### src/rtl/ps2_calc_core_pkg.sv
// Shared opcodes, FSM encoding and default saturation ceiling for the PS/2 calculator core.
package ps2_calc_core_pkg;

  localparam logic [2:0] OP_CLR  = 3'b000;
  localparam logic [2:0] OP_ADD  = 3'b001;
  localparam logic [2:0] OP_SHOW = 3'b010;
  localparam logic [2:0] OP_LOAD = 3'b011;
  localparam logic [2:0] OP_SUB  = 3'b100;
  localparam logic [2:0] OP_MUL  = 3'b101;
  localparam logic [2:0] OP_NOP6 = 3'b110;
  localparam logic [2:0] OP_NOP7 = 3'b111;

  typedef enum logic [1:0] {
    StIdle = 2'd0,
    StMul  = 2'd1,
    StDone = 2'd2
  } state_e;

  // Largest value that still fits four BCD digits.
  localparam int unsigned MAX_VAL_DEFAULT = 9999;

endpackage

### src/rtl/ps2_calc_core_mult.sv
// Radix-2 shift-add multiplier: one partial product per cycle, X_W cycles after start.
// done is high during the final step; product is complete on the following cycle.
module ps2_calc_core_mult #(
  parameter int unsigned DW  = 14,
  parameter int unsigned X_W = 10
) (
  input  logic                clk,
  input  logic                reset,
  input  logic                start,
  input  logic [DW-1:0]       multiplicand,
  input  logic [X_W-1:0]      multiplier,
  output logic                done,
  output logic [DW+X_W-1:0]   product
);

  localparam int unsigned PW = DW + X_W;
  localparam int unsigned CW = $clog2(X_W + 1);
  localparam logic [CW-1:0] LastCnt = CW'(X_W - 1);

  logic [PW-1:0]  acc_q, acc_d;
  logic [PW-1:0]  mcand_q, mcand_d;
  logic [X_W-1:0] mplier_q, mplier_d;
  logic [CW-1:0]  cnt_q, cnt_d;
  logic           busy_q, busy_d;

  always_comb begin
    acc_d    = acc_q;
    mcand_d  = mcand_q;
    mplier_d = mplier_q;
    cnt_d    = cnt_q;
    busy_d   = busy_q;
    done     = busy_q && (cnt_q == LastCnt);
    if (start) begin
      acc_d    = '0;
      mcand_d  = PW'(multiplicand);
      mplier_d = multiplier;
      cnt_d    = '0;
      busy_d   = 1'b1;
    end else if (busy_q) begin
      if (mplier_q[0]) acc_d = acc_q + mcand_q;
      mcand_d  = mcand_q << 1;
      mplier_d = mplier_q >> 1;
      cnt_d    = cnt_q + 1'b1;
      if (done) busy_d = 1'b0;
    end
  end

  always_ff @(posedge clk) begin
    if (reset) begin
      acc_q    <= '0;
      mcand_q  <= '0;
      mplier_q <= '0;
      cnt_q    <= '0;
      busy_q   <= 1'b0;
    end else begin
      acc_q    <= acc_d;
      mcand_q  <= mcand_d;
      mplier_q <= mplier_d;
      cnt_q    <= cnt_d;
      busy_q   <= busy_d;
    end
  end

  assign product = acc_q;

endmodule

### src/rtl/ps2_calc_core.sv
// Command-execution core between the PS/2 driver and the BCD display decoders.
// Define CALC_MUL_EN to build the multi-cycle MUL opcode; otherwise 101 is a NOP and ready stays 1.
module ps2_calc_core
  import ps2_calc_core_pkg::*;
#(
  parameter int unsigned IN_W      = 7,
  parameter int unsigned X_W       = 10,
  parameter int unsigned DW        = 14,
  parameter int unsigned MAX_VAL   = MAX_VAL_DEFAULT,
  parameter int unsigned AUTO_SHOW = 1
) (
  input  logic            clk,
  input  logic            reset,
  input  logic            cmd_valid,
  input  logic [2:0]      cmd_op,
  input  logic [IN_W-1:0] entrada,
  output logic            ready,
  output logic [X_W-1:0]  x,
  output logic [DW-1:0]   y,
  output logic [DW-1:0]   z,
  output logic            ovf,
  output logic            dropped
);

  localparam logic [DW:0]   SumMax = (DW + 1)'(MAX_VAL);
  localparam logic [DW-1:0] SatVal = DW'(MAX_VAL);

  logic [X_W-1:0] x_q, x_d;
  logic [DW-1:0]  y_q, y_d, z_q, z_d;
  logic [DW-1:0]  y_new, x_ext;
  logic [DW:0]    sum;
  logic           ovf_q, ovf_d, dropped_q, dropped_d, y_wr;
  state_e         state_q, state_d;

  assign x_ext = DW'(x_q);
  // One extra bit so the saturation test sees the true sum.
  assign sum   = {1'b0, y_q} + {1'b0, x_ext};
  assign ready = (state_q == StIdle);

`ifdef CALC_MUL_EN
  localparam int unsigned PW = DW + X_W;
  localparam logic [PW-1:0] ProdMax = PW'(MAX_VAL);

  logic          mul_start, mul_done;
  logic [PW-1:0] product;

  ps2_calc_core_mult #(
    .DW  (DW),
    .X_W (X_W)
  ) u_mult (
    .clk          (clk),
    .reset        (reset),
    .start        (mul_start),
    .multiplicand (y_q),
    .multiplier   (x_q),
    .done         (mul_done),
    .product      (product)
  );
`endif

  always_comb begin
    x_d       = x_q;
    y_d       = y_q;
    z_d       = z_q;
    ovf_d     = ovf_q;
    dropped_d = dropped_q;
    state_d   = state_q;
    y_new     = y_q;
    y_wr      = 1'b0;
`ifdef CALC_MUL_EN
    mul_start = 1'b0;
`endif

    if (cmd_valid && !ready) dropped_d = 1'b1;

    unique case (state_q)
      StIdle: begin
        if (cmd_valid) begin
          case (cmd_op)
            OP_CLR: begin
              x_d       = '0;
              y_d       = '0;
              z_d       = '0;
              ovf_d     = 1'b0;
              dropped_d = 1'b0;
            end
            OP_ADD: begin
              y_wr = 1'b1;
              if (sum > SumMax) begin
                y_new = SatVal;
                ovf_d = 1'b1;
              end else begin
                y_new = sum[DW-1:0];
              end
            end
            OP_SHOW: z_d = y_q;
            OP_LOAD: x_d = X_W'(entrada);
            OP_SUB: begin
              y_wr = 1'b1;
              if (x_ext > y_q) begin
                y_new = '0;
                ovf_d = 1'b1;
              end else begin
                y_new = y_q - x_ext;
              end
            end
`ifdef CALC_MUL_EN
            OP_MUL: begin
              mul_start = 1'b1;
              state_d   = StMul;
            end
`endif
            default: ;
          endcase
        end
      end
`ifdef CALC_MUL_EN
      StMul: begin
        if (mul_done) state_d = StDone;
      end
      StDone: begin
        y_wr    = 1'b1;
        state_d = StIdle;
        if (product > ProdMax) begin
          y_new = SatVal;
          ovf_d = 1'b1;
        end else begin
          y_new = product[DW-1:0];
        end
      end
`endif
      default: state_d = StIdle;
    endcase

    if (y_wr) begin
      y_d = y_new;
      if (AUTO_SHOW != 0) z_d = y_new;
    end
  end

  always_ff @(posedge clk) begin
    if (reset) begin
      x_q       <= '0;
      y_q       <= '0;
      z_q       <= '0;
      ovf_q     <= 1'b0;
      dropped_q <= 1'b0;
      state_q   <= StIdle;
    end else begin
      x_q       <= x_d;
      y_q       <= y_d;
      z_q       <= z_d;
      ovf_q     <= ovf_d;
      dropped_q <= dropped_d;
      state_q   <= state_d;
    end
  end

  assign x       = x_q;
  assign y       = y_q;
  assign z       = z_q;
  assign ovf     = ovf_q;
  assign dropped = dropped_q;

endmodule

### config.mk
export PLATFORM = sky130hd
export DESIGN_NAME = ps2_calc_core
export DESIGN_NICKNAME = d
export VERILOG_FILES = /design/src/rtl/ps2_calc_core_pkg.sv /design/src/rtl/ps2_calc_core_mult.sv /design/src/rtl/ps2_calc_core.sv
export SDC_FILE = /design/constraint.sdc
export NUM_CORES = 1
export LEC_CHECK = 0
export CAP_MARGIN = 20
export CORE_MARGIN = 2
export CORE_UTILIZATION = 55
export CTS_BUF_LIST = sky130_fd_sc_hd__clkbuf_2 sky130_fd_sc_hd__clkbuf_4 sky130_fd_sc_hd__clkbuf_8
export DETAILED_ROUTE_END_ITERATION = 12
export PLACE_DENSITY_LB_ADDON = 0.3
export SYNTH_ARGS = -nofsm -noshare
export SYNTH_HDL_FRONTEND = slang
export SYNTH_SLANG_ARGS = --single-unit
### constraint.sdc
create_clock -name clk -period 4.3 [get_ports clk]
set_clock_uncertainty 0.1 [all_clocks]
set_input_delay 0.86 -clock clk [delete_from_list [all_inputs] [get_ports clk]]
set_output_delay 0.86 -clock clk [all_outputs]
set_load 0.005 [all_outputs]
# --- Word level (Yosys, flattened, before mapping) ---
# Index checks and enable logic that the tools add are counted.
classes:
  addsub: 2
  n_mul: 0
  n_div: 0
  magnitude_cmp: 2
  eq_ne: 6
  shifts: 0
  mux: 16
  n_bitwise: 0
  reduce_logical: 11
ops:
  columns: ["cell", "count"]
  rows:
  - ["14-bit 2-to-1 mux", 8]
  - ["14-bit one-hot mux with 2 select lines", 2]
  - ["10-bit one-hot mux with 2 select lines", 1]
  - ["14-bit by 10-bit adder with 15-bit output", 1]
  - ["15-bit by 14-bit greater-than comparator with 1-bit output, second input constant", 1]
  - ["10-bit by 14-bit greater-than comparator with 1-bit output", 1]
  - ["14-bit by 10-bit subtractor with 14-bit output", 1]
  - ["3-bit by 2-bit equality test with 1-bit output, second input constant", 2]
  - ["2-bit AND reduction", 3]
  - ["2-bit nonzero test", 3]
  - ["3-bit nonzero test", 2]
  - ["1-bit 2-to-1 mux", 4]
  - ["2-bit inequality test, second input constant", 2]
  - ["4-bit AND reduction", 1]
  - ["3-bit by 1-bit equality test with 1-bit output, second input constant", 1]
  - ["3-bit equality test, second input constant", 1]
  - ["3-bit zero test", 1]
  - ["1-bit one-hot mux with 3 select lines", 1]
  - ["2-bit OR reduction", 1]
totals:
  ff_bits: 39
  latchBits: 0
  mem_bits_rw: 0
  rom_bits: 0
  input_bits: 13
  output_inout_bits: 41
  n_memories: 0

# --- Logic depth before layout (Yosys ltp) ---
# Gate-level depths: netlist (run 1).
depth:
  ltp_word: 6
  mapped_depth: 14
  ltp_nobuf: 13

# --- Least setup slack after synthesis (run 1) ---
# OpenSTA, ideal clock, no wires.
synth_path:
  path_type: "flip-flop to flip-flop"
  start: "reg x_q[2] (netlist: x[2])"
  end: "reg z_q[7] (netlist: z[7])"
  arrival_ns: 2.947
  t_required_ns: 4.112
  slack_ns: 1.165
  path_stages_with_launch: 12
  n_path_buf: 0
  cell_sequence: "dfxtp_1 > inv_1 > ha_1 > nor2b_1 > a2111o_1 > a211oi_1 > xnor2_1 > and3_1 > o21a_2 > a311oi_1 > or3_1 > a311oi_2"
synth_between:
  elab_chain_cells: 6
synth_rtl:
  columns: ["element", "line", "source"]
  rows:
  - ["start, declared", "ps2_calc_core.sv:28", "logic [X_W-1:0] x_q, x_d;"]
  - ["start signal, assigned", "ps2_calc_core.sv:143", "x_q <= '0;"]
  - ["start signal, assigned", "ps2_calc_core.sv:150", "x_q <= x_d;"]
  - ["14-bit by 10-bit adder with 15-bit output", "ps2_calc_core.sv:37", "assign sum = {1'b0, y_q} + {1'b0, x_ext};"]
  - ["15-bit by 14-bit greater-than comparator with 1-bit output", "ps2_calc_core.sv:89", "if (sum > SumMax) begin"]
  - ["14-bit 2-to-1 mux", "ps2_calc_core.sv:89", null]
  - ["14-bit one-hot mux with 2 select lines *", "ps2_calc_core.sv:79", "case (cmd_op)"]
  - ["14-bit 2-to-1 mux *", "ps2_calc_core.sv:78", "if (cmd_valid) begin"]
  - ["14-bit 2-to-1 mux *", "ps2_calc_core.sv:135", "if (y_wr) begin"]
  - ["end signal, assigned", "ps2_calc_core.sv:152", "z_q <= z_d;"]
  - ["end, declared", "ps2_calc_core.sv:29", "logic [DW-1:0] y_q, y_d, z_q, z_d;"]
# Every way passes the cells marked *; elsewhere a longest branch is shown, timed or not.
# A chain may end at the register's enable or synchronous reset.

# --- Final worst setup path (run 1) ---
layout_path:
  start: "reg x_q[5] (netlist: x[5])"
  end: "reg z_q[7] (netlist: z[7])"
# The elaborated chain is that of the path after synthesis.

==> impl_results.md, run 1 <==
- Total negative setup slack: 0 ns
- Register Area: 720.7 µm²
- Total Nets Final: 450
- Parity-gate share of the synthesized area counting xor and xnor cells: 2.108%
- Maximum number of pins on one net before global-route repair: 37
- I/O pin count: 54
- Overall via count from detail_route: 3,074
- Combinational family with the most area after synthesis: compound AO/OA/AOI/OAI gates
- Peak supply drop: 0.2082 mV
- Ant. Diodes: 0
- Non-filler instance count after layout: 492
- Reg-to-reg setup timing slack: 0.59 ns
- Via count of the first global-routing pass: 2,812
- Clock-pin slew of the registers on the worst-case setup and hold paths: 0.09 ns
- Antenna violations before repair: 0
- Layout filler cell count: 458
- Cell area after synthesis: 2908 µm²
- Routed wire length: 8422 µm
- Adder-cell share of the synthesized area: 7.401%
- DP Cell Count: 484
- Cell taking the most area after synthesis: sky130_fd_sc_hd__dfxtp_1
- Unique cell type count in the Yosys netlist: 71
- Simple-Gate Fraction of Synth Area: 24.23%
- Number of buffers inserted by port buffering: 48
- Count of unresolved DRC violations after routing: 0
- Transition time at the pin with the least slew margin: 0.9789 ns
- Period utilisation layout: 86.27%
- Antenna-violating nets left: 0
- Primary FF master, synth: sky130_fd_sc_hd__dfxtp_1
- Sequential element share of the synthesized area: 24.78%
- Final weighted congestion in routability-driven placement: 1.034
- Layout Utilization: 68.03%
- WS Path Type: reg2reg
- Status: complete, no violations
- Hold Crit Endpoint: z[10]
- Hold Vio Cnt, Final: 0
- Wire length of the first global-routing pass: 13,600 µm
- DIE AREA: 5884 µm²
- Worst Path Required: 4.41 ns
- Initial core utilization: 56.93%
- Kind of start point of the critical path: flip-flop
- Height of the die: 76.71 µm
- Count of pins over their slew limit: 0
- Post-CTS Repair Setup Buffers: 0
- Proportion of netlist area held by the largest area contributor: 24.78%
- Final count of negative-setup-slack endpoints: 0
- Inserted Clock Buffers: 5
- Number of buffers added to fix hold violations after cts: 0
- Count of instances resized after the clock tree is built: 0
- Number of flops mapped to enable cells by yosys: 0
- Post-synthesis cell count: 393
- Core ar.: 5107 µm²
- Number of design-rule violations left by the first detailed-router iteration: 214
- Register bit count reported by yosys: 36
- Area used by multi-input combinational logic: 1992 µm²
- Average wire per standard cell: 17.12 µm
- Hold Path Origin: z[10]
- Layout Area Growth over Synthesis: 19.49%
- Latest clock arrival within the worst-skew pair: 0.30 ns
- Static power due to leakage: 0.001184 µW
- Max cap viols: 0
- Worst flop-to-flop path startpoint: x[5]
- Worst slew margin relative to its limit: 34.74%
- RSZ-0062 raised after global routing: false
- Placement Rows: 26
- Deepest level of the CTS H-tree: 2
- Total number of clock tree sinks: 36
- Setup crit end kind: flip-flop
- Mapped Avg Cell Area: 7.399 µm²
- Cell depth of the worst min-delay path: 2
- Maximum fanout encountered on the critical timing path: 12
- Shortest clock period the worst path allows after layout: 3.710 ns
- Horizontal die dimension: 76.71 µm
- Yosys warning count: 0
- Endpoint of the worst-slack reg-to-reg timing path: z[7]
- Clock root cell: sky130_fd_sc_hd__clkbuf_8
- Fraction of layout instances using a drive strength above 1: 5.687%
- Final HPWL DP: 6256 µm
- Synthesized-area fraction occupied by ao, oa, aoi and oai cells: 33.78%
- Via/cell ratio: 6.248
- Sum of overflow across all layers after global routing: 0
- Signal arrival time at the worst endpoint: 3.82 ns
- Clock Tree Buf Depth: 2
- Type of the tightest min-delay check: reg2reg
- Ranking of synthesized cells by area: sky130_fd_sc_hd__dfxtp_1 25%, sky130_fd_sc_hd__nand2_1 6.6%, sky130_fd_sc_hd__ha_1 6.0%
- TritonCTS clock tree: done
- Total global-route track usage: 28.44%
- Power per standard cell area: 267.4 nW/µm²
- Mux share of post-synthesis cell area: 0.3442%
- Post-synthesis async set-or-reset flop share: 0%
- Iteration count of the initial detailed-routing pass: 5
- Fmax: 269.6 MHz
- Depth of the worst register-to-register path: 11
sequential cells by signal, summed over array words and instances, names as in the netlist:
signal and flops:
x 7, y 14, ovf 1, z 14
Yosys cell counts, types with 4 or more instances:
library cell and number:
sky130_fd_sc_hd__ha_1 14, sky130_fd_sc_hd__and2_1 9, sky130_fd_sc_hd__or3_1 5, sky130_fd_sc_hd__buf_4 5, sky130_fd_sc_hd__a311oi_1 15, sky130_fd_sc_hd__inv_1 17
sky130_fd_sc_hd__a21oi_1 34, sky130_fd_sc_hd__a22oi_1 8, sky130_fd_sc_hd__or2_2 4, sky130_fd_sc_hd__nor2b_1 10, sky130_fd_sc_hd__nand2_1 51, sky130_fd_sc_hd__dfxtp_1 36
sky130_fd_sc_hd__o22ai_1 4, sky130_fd_sc_hd__o21ai_1 8, sky130_fd_sc_hd__a21o_1 5, sky130_fd_sc_hd__clkbuf_1 22, sky130_fd_sc_hd__xnor2_1 5, sky130_fd_sc_hd__o21ai_0 10
sky130_fd_sc_hd__nor2_1 43
power by group:
part | switching [µW] | leakage, µW | internal [µW]
Sequential | 13.9 | 0.000293 | 348
Combinational | 137 | 0.000836 | 112
Clock | 143 | 0.0000548 | 175
cell type report:
| class | count | share of cell area (%) |
|---|---|---|
| multi-input cells | 311 | 57.33 |
| clock inverters | 3 | 1.332 |
| inverters | 17 | 1.837 |
| repair buffers | 50 | 14.26 |
| well taps | 70 | 2.521 |
| clock buffers | 5 | 1.981 |
| flip-flops and latches | 36 | 20.74 |
stage by stage:
step / setup WS, ns / cell area, µm² / hold slack, ns / total power (µW)
2_1_floorplan: 1.165 / 2919 / 0.3638 / 536.1
3_3_place_gp: 0.6575 / 3359 / 0.3690 / 612.0
3_5_place_dp: 0.6651 / 3359 / 0.3906 / 616.1
4_1_cts: 0.6333 / 3475 / 0.4018 / 929.9
5_1_grt: 0.3476 / 3475 / 0.4183 / 968.5
6_report: 0.5902 / 3475 / 0.3983 / 929.1
how the worst max path moves through the flow:
stage	depth (start not counted)	endpoint	slack, ns	startpoint
final	11	z[7]	0.59	x[5]
after detailed placement	11	z[7]	0.67	x[5]
after floorplan	11	z[7]	1.16	x[2]
after global routing	11	z[11]	0.35	x[5]
after global placement	11	z[7]	0.66	x[5]
after CTS	11	z[7]	0.63	x[5]
cells in the final DEF, fill, tap and decap left out, types with 4 or more instances in the layout:
cell and instances:
sky130_fd_sc_hd__a21o_1 5, sky130_fd_sc_hd__a21oi_1 34, sky130_fd_sc_hd__a22oi_1 8, sky130_fd_sc_hd__a311oi_1 15, sky130_fd_sc_hd__and2_1 9, sky130_fd_sc_hd__clkbuf_8 5, sky130_fd_sc_hd__clkdlybuf4s50_1 48, sky130_fd_sc_hd__conb_1 5
sky130_fd_sc_hd__dfxtp_1 36, sky130_fd_sc_hd__ha_1 14, sky130_fd_sc_hd__inv_1 17, sky130_fd_sc_hd__nand2_1 51, sky130_fd_sc_hd__nor2_1 43, sky130_fd_sc_hd__nor2b_1 10, sky130_fd_sc_hd__o21ai_0 10, sky130_fd_sc_hd__o21ai_1 8
sky130_fd_sc_hd__o22ai_1 4, sky130_fd_sc_hd__or2_2 4, sky130_fd_sc_hd__or3_1 5, sky130_fd_sc_hd__xnor2_1 5
metal layers:
layer	vias to the layer above	wire [µm]	track usage [%]
met4	0	77	6.727
met5	-	0	0
li1	1472	-	-
met3	10	488	4.000
met2	129	4203	51.40
met1	1463	3653	35.54
logic make-up (layout without fill, tap and decap cells):
family,after synthesis,after routing
AO/OA/AOI/OAI,134,134
adder cells (fa/ha/maj),16,16
XOR/XNOR,7,7
AND/OR/NAND/NOR,148,148
buffers and inverters,49,75
other,2,5
flip-flops,36,36
multiplexers,1,1
worst max-delay path, stage by stage (launching register included):
cell	delay (ns)
sky130_fd_sc_hd__dfxtp_1	0.38
sky130_fd_sc_hd__inv_1	0.06
sky130_fd_sc_hd__ha_1	0.52
sky130_fd_sc_hd__inv_1	0.14
sky130_fd_sc_hd__o311ai_0	0.71
sky130_fd_sc_hd__a21oi_1	0.22
sky130_fd_sc_hd__a21oi_1	0.32
sky130_fd_sc_hd__o21ai_0	0.24
sky130_fd_sc_hd__o22ai_1	0.24
sky130_fd_sc_hd__a311oi_1	0.07
sky130_fd_sc_hd__or3_1	0.40
sky130_fd_sc_hd__a311oi_2	0.23
Note: power is estimated with default switching activity, not from simulation.
==> inputs of run 2 (changes only) <==
--- a/config.mk
+++ b/config.mk
@@ -10,7 +10,8 @@
 export CORE_UTILIZATION = 55
 export CTS_BUF_LIST = sky130_fd_sc_hd__clkbuf_2 sky130_fd_sc_hd__clkbuf_4 sky130_fd_sc_hd__clkbuf_8
 export DETAILED_ROUTE_END_ITERATION = 12
-export PLACE_DENSITY_LB_ADDON = 0.3
+export PLACE_DENSITY = 0.83
+export RECOVER_POWER = 50
 export SYNTH_ARGS = -nofsm -noshare
 export SYNTH_HDL_FRONTEND = slang
 export SYNTH_SLANG_ARGS = --single-unit
==> run 2 against run 1 <==
  * Final area is 0.29% lower
  * Critical endpoint is now z[5]
  * Sequential share of layout area is 0.060 points higher
  * Core utilization fell by 0.20 points
  * Die area is the same
  * Via count shrank 1.8%
  * Non-clock buffer count is 1 higher
  * Worst setup slack improved by 0.21 ns
  * Sequential power is essentially flat
==> impl_results.md, run 2 (synthesized netlist as in run 1, its figures left out) <==
- Layout Area Growth over Synthesis: 19.15%
- Ant. Diodes: 0 (unchanged)
- Number of design-rule violations left by the first detailed-router iteration: 174 (-19%)
- Fmax: 285.6 MHz (+6.0%)
- Count of pins over their slew limit: 0 (unchanged)
- Layout filler cell count: 459 (+0.22%)
- Number of buffers inserted by port buffering: 48 (unchanged)
- TritonCTS clock tree: done
- Total Nets Final: 451 (+0.22%)
- Final count of negative-setup-slack endpoints: 0 (unchanged)
- Clock Tree Buf Depth: 2 (unchanged)
- Via count of the first global-routing pass: 2,859 (+1.7%)
- DP Cell Count: 485 (+0.21%)
- Power per standard cell area: 250.7 nW/µm² (-6.2%)
- Hold Vio Cnt, Final: 0 (unchanged)
- Initial core utilization: 56.93% (unchanged)
- Non-filler instance count after layout: 493 (+0.20%)
- Antenna-violating nets left: 0 (unchanged)
- Iteration count of the initial detailed-routing pass: 4 (-1)
- Worst slew margin relative to its limit: 28.06% (-6.7 points)
- Total negative setup slack: 0 ns (unchanged)
- Height of the die: 76.71 µm (unchanged)
- Max cap viols: 0 (unchanged)
- Via/cell ratio: 6.124 (-2.0%)
- Maximum number of pins on one net before global-route repair: 37 (unchanged)
- Kind of start point of the critical path: flip-flop
- Wire length of the first global-routing pass: 13,720 µm (+0.92%)
- Total number of clock tree sinks: 36 (unchanged)
- Number of buffers added to fix hold violations after cts: 0 (unchanged)
- DIE AREA: 5884 µm² (unchanged)
- Placement Rows: 26 (unchanged)
- Horizontal die dimension: 76.71 µm (unchanged)
- WS Path Type: reg2reg
- Maximum fanout encountered on the critical timing path: 14 (+2)
- Total global-route track usage: 28.82% (+0.38 points)
- Final weighted congestion in routability-driven placement: 0.9891 (-4.4%)
- Antenna violations before repair: 0 (unchanged)
- Final HPWL DP: 6243 µm (-0.21%)
- Routed wire length: 8375 µm (-0.56%)
- RSZ-0062 raised after global routing: false
- Count of unresolved DRC violations after routing: 0 (unchanged)
- Overall via count from detail_route: 3,019 (-1.8%)
- Post-CTS Repair Setup Buffers: 0 (unchanged)
- Worst Path Required: 4.35 ns (-0.06 ns)
- Setup crit end kind: flip-flop
- Cell depth of the worst min-delay path: 2 (unchanged)
- Deepest level of the CTS H-tree: 2 (unchanged)
- Status: complete, no violations
- Commonest non-fill, non-tap cell in the layout: sky130_fd_sc_hd__nand2_1
- Depth of the worst register-to-register path: 11 (unchanged)
- Sum of overflow across all layers after global routing: 0 (unchanged)
- Layout Utilization: 67.83% (-0.20 points)
- Peak supply drop: 0.1740 mV (-16%)
- Count of instances resized after the clock tree is built: 0 (unchanged)
- Fraction of layout instances using a drive strength above 1: 5.910% (+0.22 points)
- Clock root cell: sky130_fd_sc_hd__clkbuf_8
- Period utilisation layout: 81.43% (-4.8 points)
- Static power due to leakage: 0.001289 µW (+8.8%)
- Transition time at the pin with the least slew margin: 1.068 ns (+0.08893 ns)
- Core ar.: 5107 µm² (unchanged)
- I/O pin count: 54 (unchanged)
- Average wire per standard cell: 16.99 µm (-0.76%)
- Clock-pin slew of the registers on the worst-case setup and hold paths: 0.08 ns (about the same)
- Shortest clock period the worst path allows after layout: 3.501 ns (-0.2084 ns)
- Signal arrival time at the worst endpoint: 3.55 ns (-0.27 ns)
- Latest clock arrival within the worst-skew pair: 0.29 ns (about the same)
- Commonest non-fill, non-tap cells in the layout: 51 x sky130_fd_sc_hd__nand2_1, 43 x sky130_fd_sc_hd__nor2_1, 36 x sky130_fd_sc_hd__dfxtp_1
- Type of the tightest min-delay check: reg2reg
- Inserted Clock Buffers: 5 (unchanged)
[run 2: final timing paths]
| kind | from | to | slack, ns |
|---|---|---|---|
| worst max-delay path | x[6] | z[5] | 0.80 |
| worst min-delay path | ovf | ovf | 0.38 |
| worst max register to register | x[6] | z[5] | 0.80 |
| worst min register to register | ovf | ovf | 0.38 |
[run 2: metal layers]
metal	vias up	share of wire [%]	GRT usage (%)
met1	1413	44	36.55
met2	106	48	48.42
li1	1474	-	-
met4	0	2.8	11.09
met3	26	5.8	5.412
met5	-	0	0
[run 2: area by class of cell]
class	count	area (µm²)	area share [%]
timing repair buffer	51	503.0	14.52
clock buffer	7	90.09	2.600
tap	70	87.58	2.528
multi-input combinational	311	1992	57.49
clock inverter	1	7.507	0.2167
sequential	36	720.7	20.80
inverter	17	63.81	1.842
[run 2: stage by stage]
stage	cell area, µm²	setup WS [ns]	total power (µW)	hold slack [ns]
finish	3465	0.7986	868.6	0.3837
global route	3465	0.4867	912.3	0.4154
CTS	3465	0.8441	875.8	0.3861
detailed placement	3367	0.7418	616.9	0.3756
global placement	3367	0.7989	611.2	0.3706
floorplan	2919	1.165	536.1	0.3638
[run 2: critical path, stage by stage, from the launching register on]
cell and delay, ns:
sky130_fd_sc_hd__dfxtp_1 0.38, sky130_fd_sc_hd__inv_1 0.06, sky130_fd_sc_hd__ha_1 0.53, sky130_fd_sc_hd__nor2b_1 0.18, sky130_fd_sc_hd__nor4_1 0.49, sky130_fd_sc_hd__a21o_1 0.26
sky130_fd_sc_hd__o211ai_1 0.13, sky130_fd_sc_hd__a21o_1 0.26, sky130_fd_sc_hd__o2111ai_2 0.34, sky130_fd_sc_hd__a21boi_1 0.11, sky130_fd_sc_hd__o32ai_1 0.39, sky130_fd_sc_hd__a311oi_1 0.14
[run 2: power breakdown]
group / switching [µW] / internal (µW) / total (µW)
clock network: 125 / 137 / 262
registers: 13.2 / 348 / 362
logic: 138 / 107 / 245
==> inputs of run 3 (changes only) <==
--- a/config.mk
+++ b/config.mk
@@ -7,10 +7,10 @@
 export LEC_CHECK = 0
 export CAP_MARGIN = 20
 export CORE_MARGIN = 2
-export CORE_UTILIZATION = 55
+export CORE_UTILIZATION = 49
 export CTS_BUF_LIST = sky130_fd_sc_hd__clkbuf_2 sky130_fd_sc_hd__clkbuf_4 sky130_fd_sc_hd__clkbuf_8
 export DETAILED_ROUTE_END_ITERATION = 12
-export PLACE_DENSITY = 0.83
+export PLACE_DENSITY = 0.79
 export RECOVER_POWER = 50
 export SYNTH_ARGS = -nofsm -noshare
 export SYNTH_HDL_FRONTEND = slang
==> constraint.sdc (replaced) <==
create_clock -name clk -period 2.9 [get_ports clk]
set_clock_uncertainty 0.1 [all_clocks]
set_input_delay 0.58 -clock clk [delete_from_list [all_inputs] [get_ports clk]]
set_output_delay 0.58 -clock clk [all_outputs]
set_load 0.005 [all_outputs]
==> run 3 against run 2 <==
  * The run now ends with setup timing left
  * Die area is 12% higher
  * Worst setup slack worse by 1.1 ns
  * Clock power rose by 51%
  * Final area rose by 31%
  * Flip-flop and latch count is the same
  * Power increased by 63%
  * Cell count rose by 21%
  * Critical path depth stayed put
  * Register-to-register slack got worse by 1.1 ns
  * Clock-buffer cell count rose by 1
  * Sequential power grew 47%
==> impl_results.md, run 3 (synthesized netlist as in run 1, its figures left out) <==
- Commonest non-fill, non-tap cells in the layout: 99 x sky130_fd_sc_hd__buf_4, 51 x sky130_fd_sc_hd__nand2_1, 39 x sky130_fd_sc_hd__nor2_1
- Endpoint of the worst-slack reg-to-reg timing path: z[7]
- Worst Path Required: 3.01 ns (-1.34 ns)
- Reg-to-reg setup timing slack: -0.28 ns (-1.07 ns)
- RSZ-0062 raised after global routing: true
- I/O pin count: 54 (unchanged)
- Via/cell ratio: 5.993 (-2.1%)
- Ant. Diodes: 0 (unchanged)
- Routed wire length: 10,670 µm (+27%)
- Final Power: 1420 µW (+63%)
- Area of all placed cells without fillers: 4549 µm² (+31%)
- Total global-route track usage: 30.98% (+2.2 points)
- Overall via count from detail_route: 3,578 (+19%)
- Final count of negative-setup-slack endpoints: 25 (+25)
- Peak supply drop: 0.3273 mV (+88%)
- TritonCTS clock tree: done
- Antenna violations before repair: 0 (unchanged)
- Cell depth of the worst min-delay path: 2 (unchanged)
- Setup crit end kind: flip-flop
- Hold Crit Endpoint: ovf
- Final HPWL DP: 7622 µm (+22%)
- Count of pins over their slew limit: 0 (unchanged)
- Maximum fanout encountered on the critical timing path: 5 (-9)
- Clock root cell: sky130_fd_sc_hd__clkbuf_8
- WS Path Type: reg2reg
- Fmax: 314.9 MHz (+10%)
- Non-filler instance count after layout: 597 (+21%)
- Violated checks: setup timing
- Final weighted congestion in routability-driven placement: 0.9614 (-2.8%)
- Shortest clock period the worst path allows after layout: 3.175 ns (-0.3260 ns)
- Depth of the worst register-to-register path: 11 (unchanged)
- DIE AREA: 6567 µm² (+12%)
- Inserted Clock Buffers: 5 (unchanged)
- Deepest level of the CTS H-tree: 2 (unchanged)
- Power per standard cell area: 312.1 nW/µm² (+24%)
- Maximum number of pins on one net before global-route repair: 37 (unchanged)
- Total Nets Final: 550 (+22%)
- Core ar.: 5816 µm² (+14%)
- Hold Path Origin: ovf
- Height of the die: 81.04 µm (+5.6%)
- Type of the tightest min-delay check: reg2reg
- Number of design-rule violations left by the first detailed-router iteration: 291 (+67%)
- Kind of start point of the critical path: flip-flop
- Wire length of the first global-routing pass: 15,530 µm (+13%)
- Clock Tree Buf Depth: 2 (unchanged)
- Layout Area Growth over Synthesis: 56.45%
- Horizontal die dimension: 81.04 µm (+5.6%)
- Via count of the first global-routing pass: 3,299 (+15%)
- Signal arrival time at the worst endpoint: 3.28 ns (-0.27 ns)
- Number of buffers added to fix hold violations after cts: 0 (unchanged)
- Number of buffers inserted by port buffering: 48 (unchanged)
- Hold Vio Cnt, Final: 0 (unchanged)
- Status: finished with violations
- Initial core utilization: 50.00% (-6.9 points)
- Static power due to leakage: 0.001776 µW (+38%)
- Average wire per standard cell: 17.87 µm (+5.2%)
- Clock-pin slew of the registers on the worst-case setup and hold paths: 0.07 ns (about the same)
- Placement-stage cell area: 4098 µm² (+22%)
- Count of unresolved DRC violations after routing: 0 (unchanged)
- Period utilisation layout: 109.5% (+28 points)
- Final setup margin: -0.2754 ns (-1.074 ns)
- Iteration count of the initial detailed-routing pass: 5 (+1)
- Max cap viols: 0 (unchanged)
- Antenna-violating nets left: 0 (unchanged)
- Placement Rows: 28 (+7.7%)
- Sum of overflow across all layers after global routing: 0 (unchanged)
- Commonest non-fill, non-tap cell in the layout: sky130_fd_sc_hd__buf_4
- DP Cell Count: 581 (+20%)
- Worst flop-to-flop path startpoint: y[1]
- Total number of clock tree sinks: 36 (unchanged)
- Fraction of layout instances using a drive strength above 1: 34.10% (+28 points)
- Latest clock arrival within the worst-skew pair: 0.29 ns (about the same)
[run 3: cell count changes in the layout (fill, tap and decap cells not counted), sizes merged]
cell | previous run | this run
clkinvlp | 1 | 0
clkdlybuf4s50 | 13 | 29
clkbuf | 7 | 8
dlygate4sd3 | 35 | 19
buf | 3 | 102
[run 3: area by class of cell]
class,count,area (µm²)
clock buffer,8,97.59
sequential,36,730.7
inverter,17,66.31
fill,415,1266
timing repair buffer,150,1257
tap,75,93.84
multi-input combinational,311,2303
[run 3: power by group]
group	leakage, µW	internal (µW)	switching, µW
Combinational	0.00143	241	253
Clock	0.0000523	213	183
Sequential	0.000296	516	15.0
Total	0.00178	970	450
[run 3: timing repair]
action | in CTS | in global routing
pin swaps | 13 | 15
gates resized for setup | 28 | 38
setup buffers | 3 | 5
setup endpoints to repair | 27 | 28
[run 3: worst max-delay path: stages (launching register included)]
cell                       delay (ns)
sky130_fd_sc_hd__dfxtp_4         0.37
sky130_fd_sc_hd__ha_4            0.23
sky130_fd_sc_hd__nand2b_4        0.14
sky130_fd_sc_hd__a2111o_1        0.47
sky130_fd_sc_hd__buf_4           0.19
sky130_fd_sc_hd__a211oi_4        0.27
sky130_fd_sc_hd__xnor2_1         0.17
sky130_fd_sc_hd__and3_4          0.24
sky130_fd_sc_hd__o21a_2          0.18
sky130_fd_sc_hd__a311oi_2        0.10
sky130_fd_sc_hd__or3_4           0.40
sky130_fd_sc_hd__a311oi_2        0.23
[run 3: worst max-delay path by stage]
stage | start | end | cells after the start
2_1_floorplan | x[3] | z[7] | 11
3_3_place_gp | x[1] | z[6] | 11
3_5_place_dp | x[1] | z[6] | 11
4_1_cts | y[1] | z[4] | 10
5_1_grt | y[1] | z[7] | 12
6_report | y[1] | z[7] | 11
[run 3: per-stage QoR]
| stage | setup WS, ns | hold slack, ns | TNS, ns | utilization (%) |
|---|---|---|---|---|
| after floorplan | -0.08927 | 0.3638 | -0.1823 | - |
| after global placement | -0.2361 | 0.3614 | -3.174 | 70.46 |
| after CTS | -0.2647 | 0.3799 | -2.791 | 74.87 |
| after detailed placement | -0.2845 | 0.3664 | -4.274 | 70.46 |
| after global routing | -0.3552 | 0.4165 | -6.498 | 78.23 |
| final | -0.2754 | 0.3712 | -3.620 | 78.23 |
[run 3: layer usage]
layer  track usage (%)  vias up  wire, µm
met1             37.27     1704      4426
met2             53.06      164      5369
met3             5.333       36       535
li1                  -     1674         -
met4             15.42        0       338
met5                 0        -         0
